<file path="src/rtl/irq_timer.sv">
`default_nettype none
// ============================================================================
// Module   : irq_timer
// Purpose  : Memory-mapped countdown timer driving one CP0 HWInt line.
//            Registers: 0 CTRL {IM, MODE[1:0], EN}, 1 PRESET, 2 COUNT (RO),
//            3 PRESCALE (only with TIMER_PRESCALE_EN defined, else reads 0).
//            One-shot mode holds irq until a CPU write to CTRL/PRESET;
//            auto-reload mode emits a one-cycle pulse every PRESET+2 cycles.
// Options  : `define TIMER_PRESCALE_EN to add the CNT-state prescaler.
// Revision : 1.0 - initial release
// ============================================================================
module irq_timer #(
  parameter int PRESCALE_W = 8
) (
  input  logic        clk,
  input  logic        reset,
  input  logic [1:0]  addr,
  input  logic        we,
  input  logic [31:0] din,
  output logic [31:0] dout,
  output logic        irq
);

  localparam logic [1:0] ST_IDLE = 2'd0;
  localparam logic [1:0] ST_LOAD = 2'd1;
  localparam logic [1:0] ST_CNT  = 2'd2;
  localparam logic [1:0] ST_INT  = 2'd3;

  logic [1:0]  state_q, state_d;
  logic [3:0]  ctrl_q, ctrl_d;
  logic [31:0] preset_q, preset_d;
  logic [31:0] count_q, count_d;
  logic        pending_q, pending_d;

  logic                  w_ctrl_wr;
  logic                  w_preset_wr;
  logic                  w_en;
  logic                  w_auto;
  logic                  w_tick;        // COUNT may step / expire this cycle
  logic                  w_expire;      // COUNT is 0 or 1: no wrap below zero
  logic [PRESCALE_W-1:0] w_prescale_rd; // value returned at addr 3

  assign w_ctrl_wr   = we && (addr == 2'd0);
  assign w_preset_wr = we && (addr == 2'd1);
  assign w_en        = ctrl_q[0];
  assign w_auto      = (ctrl_q[2:1] == 2'b01);
  assign w_expire    = (count_q <= 32'd1);

  // irq comes only from flops, so no path from din/we to the HWInt line
  assign irq = pending_q & ctrl_q[3];

`ifdef TIMER_PRESCALE_EN
  logic [PRESCALE_W-1:0] prescale_q, prescale_d;
  logic [PRESCALE_W-1:0] psc_q, psc_d;

  // ">=" keeps the prescaler from running away if PRESCALE shrinks mid-count
  assign w_tick        = (psc_q >= prescale_q);
  assign w_prescale_rd = prescale_q;

  // Prescale register write and prescale counter advance (0..PRESCALE in CNT)
  always_comb begin
    prescale_d = prescale_q;
    psc_d      = '0;
    if (we && (addr == 2'd3)) begin
      prescale_d = din[PRESCALE_W-1:0];
    end
    if ((state_q == ST_CNT) && w_en && !w_tick) begin
      psc_d = psc_q + 1'b1;
    end
  end

  // Prescaler state registers
  always_ff @(posedge clk) begin
    if (reset) begin
      prescale_q <= '0;
      psc_q      <= '0;
    end else begin
      prescale_q <= prescale_d;
      psc_q      <= psc_d;
    end
  end
`else
  assign w_tick        = 1'b1;
  assign w_prescale_rd = '0;
`endif

  // State register
  always_ff @(posedge clk) begin
    if (reset) begin
      state_q <= ST_IDLE;
    end else begin
      state_q <= state_d;
    end
  end

  // Next-state logic
  always_comb begin
    state_d = state_q;
    case (state_q)
      ST_IDLE: if (w_en) state_d = ST_LOAD;
      ST_LOAD: state_d = ST_CNT;
      ST_CNT: begin
        if (!w_en) begin
          state_d = ST_IDLE;
        end else if (w_tick && w_expire) begin
          state_d = ST_INT;
        end
      end
      default: state_d = w_auto ? ST_LOAD : ST_IDLE;
    endcase
  end

  // Register updates: FSM effects first, then CPU writes override them
  always_comb begin
    ctrl_d    = ctrl_q;
    preset_d  = preset_q;
    count_d   = count_q;
    pending_d = pending_q;
    case (state_q)
      ST_LOAD: count_d = preset_q;
      ST_CNT: begin
        if (w_en && w_tick) begin
          if (w_expire) begin
            count_d   = 32'd0;
            pending_d = 1'b1;
          end else begin
            count_d = count_q - 32'd1;
          end
        end
      end
      ST_INT: begin
        if (w_auto) begin
          pending_d = 1'b0;
        end else begin
          ctrl_d[0] = 1'b0;
        end
      end
      default: ;
    endcase
    if (w_ctrl_wr) begin
      ctrl_d    = din[3:0];
      pending_d = 1'b0;
    end
    if (w_preset_wr) begin
      preset_d  = din;
      pending_d = 1'b0;
    end
  end

  // Datapath registers
  always_ff @(posedge clk) begin
    if (reset) begin
      ctrl_q    <= '0;
      preset_q  <= '0;
      count_q   <= '0;
      pending_q <= 1'b0;
    end else begin
      ctrl_q    <= ctrl_d;
      preset_q  <= preset_d;
      count_q   <= count_d;
      pending_q <= pending_d;
    end
  end

  // Read mux, combinational from addr
  always_comb begin
    dout = '0;
    case (addr)
      2'd0:    dout = {28'd0, ctrl_q};
      2'd1:    dout = preset_q;
      2'd2:    dout = count_q;
      default: dout = 32'(w_prescale_rd);
    endcase
  end

endmodule
`default_nettype wire

</file>
<file path="config.mk">
export PLATFORM = sky130hd
export DESIGN_NAME = irq_timer
export DESIGN_NICKNAME = d
export VERILOG_FILES = /design/src/rtl/irq_timer.sv
export SDC_FILE = /design/constraint.sdc
export NUM_CORES = 1
export LEC_CHECK = 0
export CORE_MARGIN = 2
export CORE_UTILIZATION = 54
export DETAILED_ROUTE_END_ITERATION = 8
export GPL_TIMING_DRIVEN = 0
export PLACE_DENSITY = 0.81
export SETUP_SLACK_MARGIN = 0.1
export SLEW_MARGIN = 10
export SYNTH_ARGS = -nofsm -noshare
export SYNTH_HDL_FRONTEND = slang
export SYNTH_SLANG_ARGS = --single-unit
</file>
<file path="constraint.sdc">
create_clock -name clk -period 2.8 [get_ports clk]
set_input_delay 0.56 -clock clk [delete_from_list [all_inputs] [get_ports clk]]
set_output_delay 0.56 -clock clk [all_outputs]
set_load 0.01 [all_outputs]
</file>
[Yosys cells after proc, flatten, opt, wreduce, memory -nomap -nowiden]
Index checks and enable logic that the tools add are counted.
Word-level totals
  bits in registers: 71
  input port bits: 37
  output and inout port bits: 33
  logic and storage cells: 49
Cells by class
  $add $sub $neg: 1
  $lt $le $gt $ge: 1
  eq/ne operators: 12
  muxes and demuxes: 16
  bitwise operators: 1
  reductions and logical operators: 12
Operator list (number)
  case mux 32 bit (3 select lines): 1
  2-to-1 mux 32 bit: 2
  case mux 32 bit (2 select lines): 1
  less-or-equal comparator 32 x 1 -> 1 bit, second input constant: 1
  subtractor 32 x 1 -> 32 bit, second input constant: 1
  != test 2 bit, second input constant: 5
  2-to-1 mux 1 bit: 7
  equality test 2 x 1 -> 1 bit, second input constant: 3
  equality test 2 bit, second input constant: 3
  2-to-1 mux 2 bit: 3
  case mux 2 bit (3 select lines): 1
  AND reduction 2 bit: 3
  nonzero test 2 bit: 3
  zero test 2 bit: 2
  AND reduction 4 bit: 1
  != test 3 bit, second input constant: 1
  OR reduction 3 bit: 1
  logical AND 1 bit: 2
  case mux 1 bit (2 select lines): 1
  AND 1 bit: 1

[Logic depth before layout (Yosys ltp)]
  word-level depth: 4
  gate-level depth with buffers: 9
  depth with buffers taken out: 7

[Worst setup path before layout]
Ideal clock, no wire load.
  kind: in2out
  start point: in addr[1]
  end point: out dout[13]
  arrival: 1.780 ns
  required time: 2.240 ns
  slack: 0.460 ns
  cell stages on the path: 5
  path buffers: 3
  path through: clkbuf_1 nor2b_1 clkbuf_1 buf_1 a22o_1
Between the ends
  cells in the longest elaborated chain, start to end: 2
  elaborated cells on any way between the ends: 4
  classes of those cells: eq/ne (2); mux (1); reduce/logical (1)
Ends and longest elaborated chain
  start: declaration: RTL line 17  | input logic [1:0] addr,
  equality test 2 bit, or another cell as far along: RTL line 168  | case (addr)
  case mux 32 bit (3 select lines) *: RTL line 168
  end: declaration: RTL line 20  | output logic [31:0] dout,
Mark *: on every way between the ends. The rest lies on a longest branch, timed or not.

[Worst setup path after layout]
Same ends and word-level chain as after synthesis.

==> out/qor.txt <==
Status -> complete, no violations
CTS H-tree depth -> 3
Most common cell in the netlist -> nand2_1
Iteration-0 DRC Markers -> 499
Final setup fails -> 0
Grt ovf -> 0
Met2 wire len -> 7.04 mm
Largest net degree at the start of global routing -> 14
P_leak -> 1.83 nW
Count of clock tree sinks -> 71
Vias -> 4720
Die area -> 8340 sq um
Hold_buf cts -> 0
Post-Syn Nets -> 573
Yosys warning count -> 0
Worst Reg-to-Reg Cells -> 6
Drt wl/cell -> 22.5 microns
Pre-CTS WS -> -835 ps
Slew of the pin with the lowest slew margin -> 781 ps
WL met1 -> 6.51 mm
Reg clk slew, reported paths -> 80 ps
Slew Limit Fails -> 0
Average vias per placed instance -> 6.57
Area Overhead vs Synth -> 25.8%
Worst Hold Depth -> 2
Worst Setup Start Kind -> input pin
Max-Cap Viols -> 0
Num CTS Buffers -> 9
Number of diodes -> 0
Post-route antenna net violation count -> 0
Synth unique cells -> 75
Syn Area/Cell -> 7.72 sq um
Seq/Total Area, Yosys -> 0.345
IO Pins -> 70
Post-synth ARST share -> 0
DRT Wirelength -> 16.1 mm
Main synth FF type -> dfxtp_1
Nets -> 653
Peak VDD IR -> 0.000282 V
Hold crit path type -> flip-flop to flip-flop
First-pass GRT wire length -> 24.4 mm
CP max FO -> 10
Max Root-Sink Buffers -> 2
RSZ-0062 raised after global routing -> yes
Pwr per Cell Area -> 434 nW/um^2
Reg-to-Reg Start -> count_q[24]$_SDFFE_PP0P_
Crit Path Category -> input pin to output pin
Die Wd -> 91.4 microns
Drt pass-1 iters -> 7
Standard-cell row count -> 31
Synth area leader -> dfxtp_1
Reg2reg end -> count_q[16]$_SDFFE_PP0P_
GRT Overall Usage -> 0.386
Fin crit period -> 2660 ps
Data arrival time of the critical path -> 2100 ps
Final GP Congestion -> 0.980
Synth area leaders -> dfxtp_1 34%, nand2_1 9.7%, a21oi_1 6.4%, a22o_1 5.7%, clkbuf_1 3.4%
DR WL met3 -> 1.98 mm
Number of synthesized flops with an enable pin -> 0
Critical path endpoint category -> output pin
Pwr Total -> 2.25 mW
Reg2Reg Setup Slack -> 190 ps
Clock Tree Root -> clkbuf_8
Initial antenna violation count -> 0
Top-area cell type share of the netlist area -> 0.345
Relative slew slack -> 0.478
DRC Markers -> 0
Synth Instances -> 534
Fill count -> 594
End point of the critical path -> dout[13]
Final hold violations -> 0
Post-route setup slack -> 141 ps
Fin crit share -> 0.950
Layout cell share with drive strength beyond 1 -> 0.0985
Synthesized area -> 4120 sq um
Critical Path RT -> 2240 ps
CTS tree -> built
Die H -> 91.4 microns
FMAX -> 376 MHz
Clock skew -> 15.1 ps
Vias in the first global route -> 4400
Top post-synthesis cells by count -> 107 x nand2_1, 71 x dfxtp_1, 53 x a21oi_1, 37 x clkbuf_1, 27 x a22o_1
Critical Path Source -> addr[1]
PortBufs -> 67
Insertion delay to the later sink of the worst-skew pair -> 370 ps
Placeable core area -> 7330 sq um
Fin Setup TNS -> 0 ps
Seq cells post-synth -> 71
Detail Placement HPWL -> 11.3 mm
Max Used Layer -> met4
Initial Util -> 0.562
[per-stage QoR]
step           hold slack [ps]  cells   util  instance area (sq um)
4_1_cts                    477    716  0.703                   5160
2_1_floorplan              442    534      -                   4120
3_5_place_dp               467    700  0.670                   4910
6_report                   482    718  0.707                   5180
3_3_place_gp               459    700  0.670                   4910
5_1_grt                    503    718  0.707                   5180
[registers in the layout, indices dropped and copies added, names as in the netlist]
register / cells
count_q: 32
preset_q: 32
ctrl_q: 4
pending_q: 1
state_q: 2
[layer usage]
| metal | vias to the layer above | GRT usage |
|---|---|---|
| met1 | 2193 | 0.505 |
| met2 | 334 | 0.586 |
| li1 | 2141 | - |
| met5 | - | 0 |
| met4 | 0 | 0.172 |
| met3 | 52 | 0.117 |
[what timing repair did]
item | 4_1_cts | 5_1_grt
pin swaps | 0 | 1
resized for setup | 24 | 8
gates cloned | 0 | 0
setup buffers | 0 | 2
endpoints found under the setup margin | 36 | 47
[cell usage in the layout, fill, tap and decap left out, drive strengths merged, types with 9 or more instances in the layout]
cell type | Yosys | final
o21ai | 21 | 21
nor2 | 26 | 26
a31oi | 16 | 16
or4 | 9 | 9
nor3 | 9 | 9
nand4 | 9 | 9
a21oi | 54 | 54
dfxtp | 71 | 71
clkbuf | 41 | 50
nand3 | 19 | 19
buf | 7 | 11
mux2i | 9 | 9
a22o | 28 | 28
nor4 | 14 | 14
clkdlybuf4s50 | 0 | 65
nand2 | 108 | 108
[cell type report]
type	instances	area [sq um]	share of cell area
inverters	5	18.8	0.00362
clock inverters	6	42.5	0.00820
flip-flops and latches	71	1420	0.274
plain buffers	49	300	0.0579
repair buffers	69	679	0.131
clock buffers	10	138	0.0265
well taps	99	124	0.0239
multi-input cells	409	2460	0.475
[power by group]
part	total, mW	internal [mW]	switching [mW]	leakage [nW]
clock	0.794	0.349	0.445	0.0891
sequential	1.06	1.03	0.0287	0.575
combinational	0.394	0.163	0.231	1.17
[how the worst min path moves through the flow]
stage	start	slack (ps)	endpoint
floorplan	preset_q[31]$_SDFFE_PP0P_	440	preset_q[31]$_SDFFE_PP0P_
global placement	preset_q[12]$_SDFFE_PP0P_	460	preset_q[12]$_SDFFE_PP0P_
detailed placement	preset_q[16]$_SDFFE_PP0P_	470	preset_q[16]$_SDFFE_PP0P_
CTS	preset_q[27]$_SDFFE_PP0P_	480	preset_q[27]$_SDFFE_PP0P_
global route	preset_q[27]$_SDFFE_PP0P_	500	preset_q[27]$_SDFFE_PP0P_
finish	preset_q[16]$_SDFFE_PP0P_	480	preset_q[16]$_SDFFE_PP0P_
[worst max-delay path: stages]
cell and delay [ps]:
buf_2 190, nor2b_1 160, buf_4 210, buf_6 200
a22o_1 220, clkdlybuf4s50_1 550
[logic make-up after synthesis]
| family | share of synthesized area |
|---|---|
| compound gates | 0.279 |
| xor+xnor | 0.00213 |
| fa+ha+maj | 0.00607 |
| buf+inv | 0.0641 |
| flops | 0.345 |
| mux | 0.0219 |
| simple gates | 0.282 |
(Power assumes the default switching activity.)
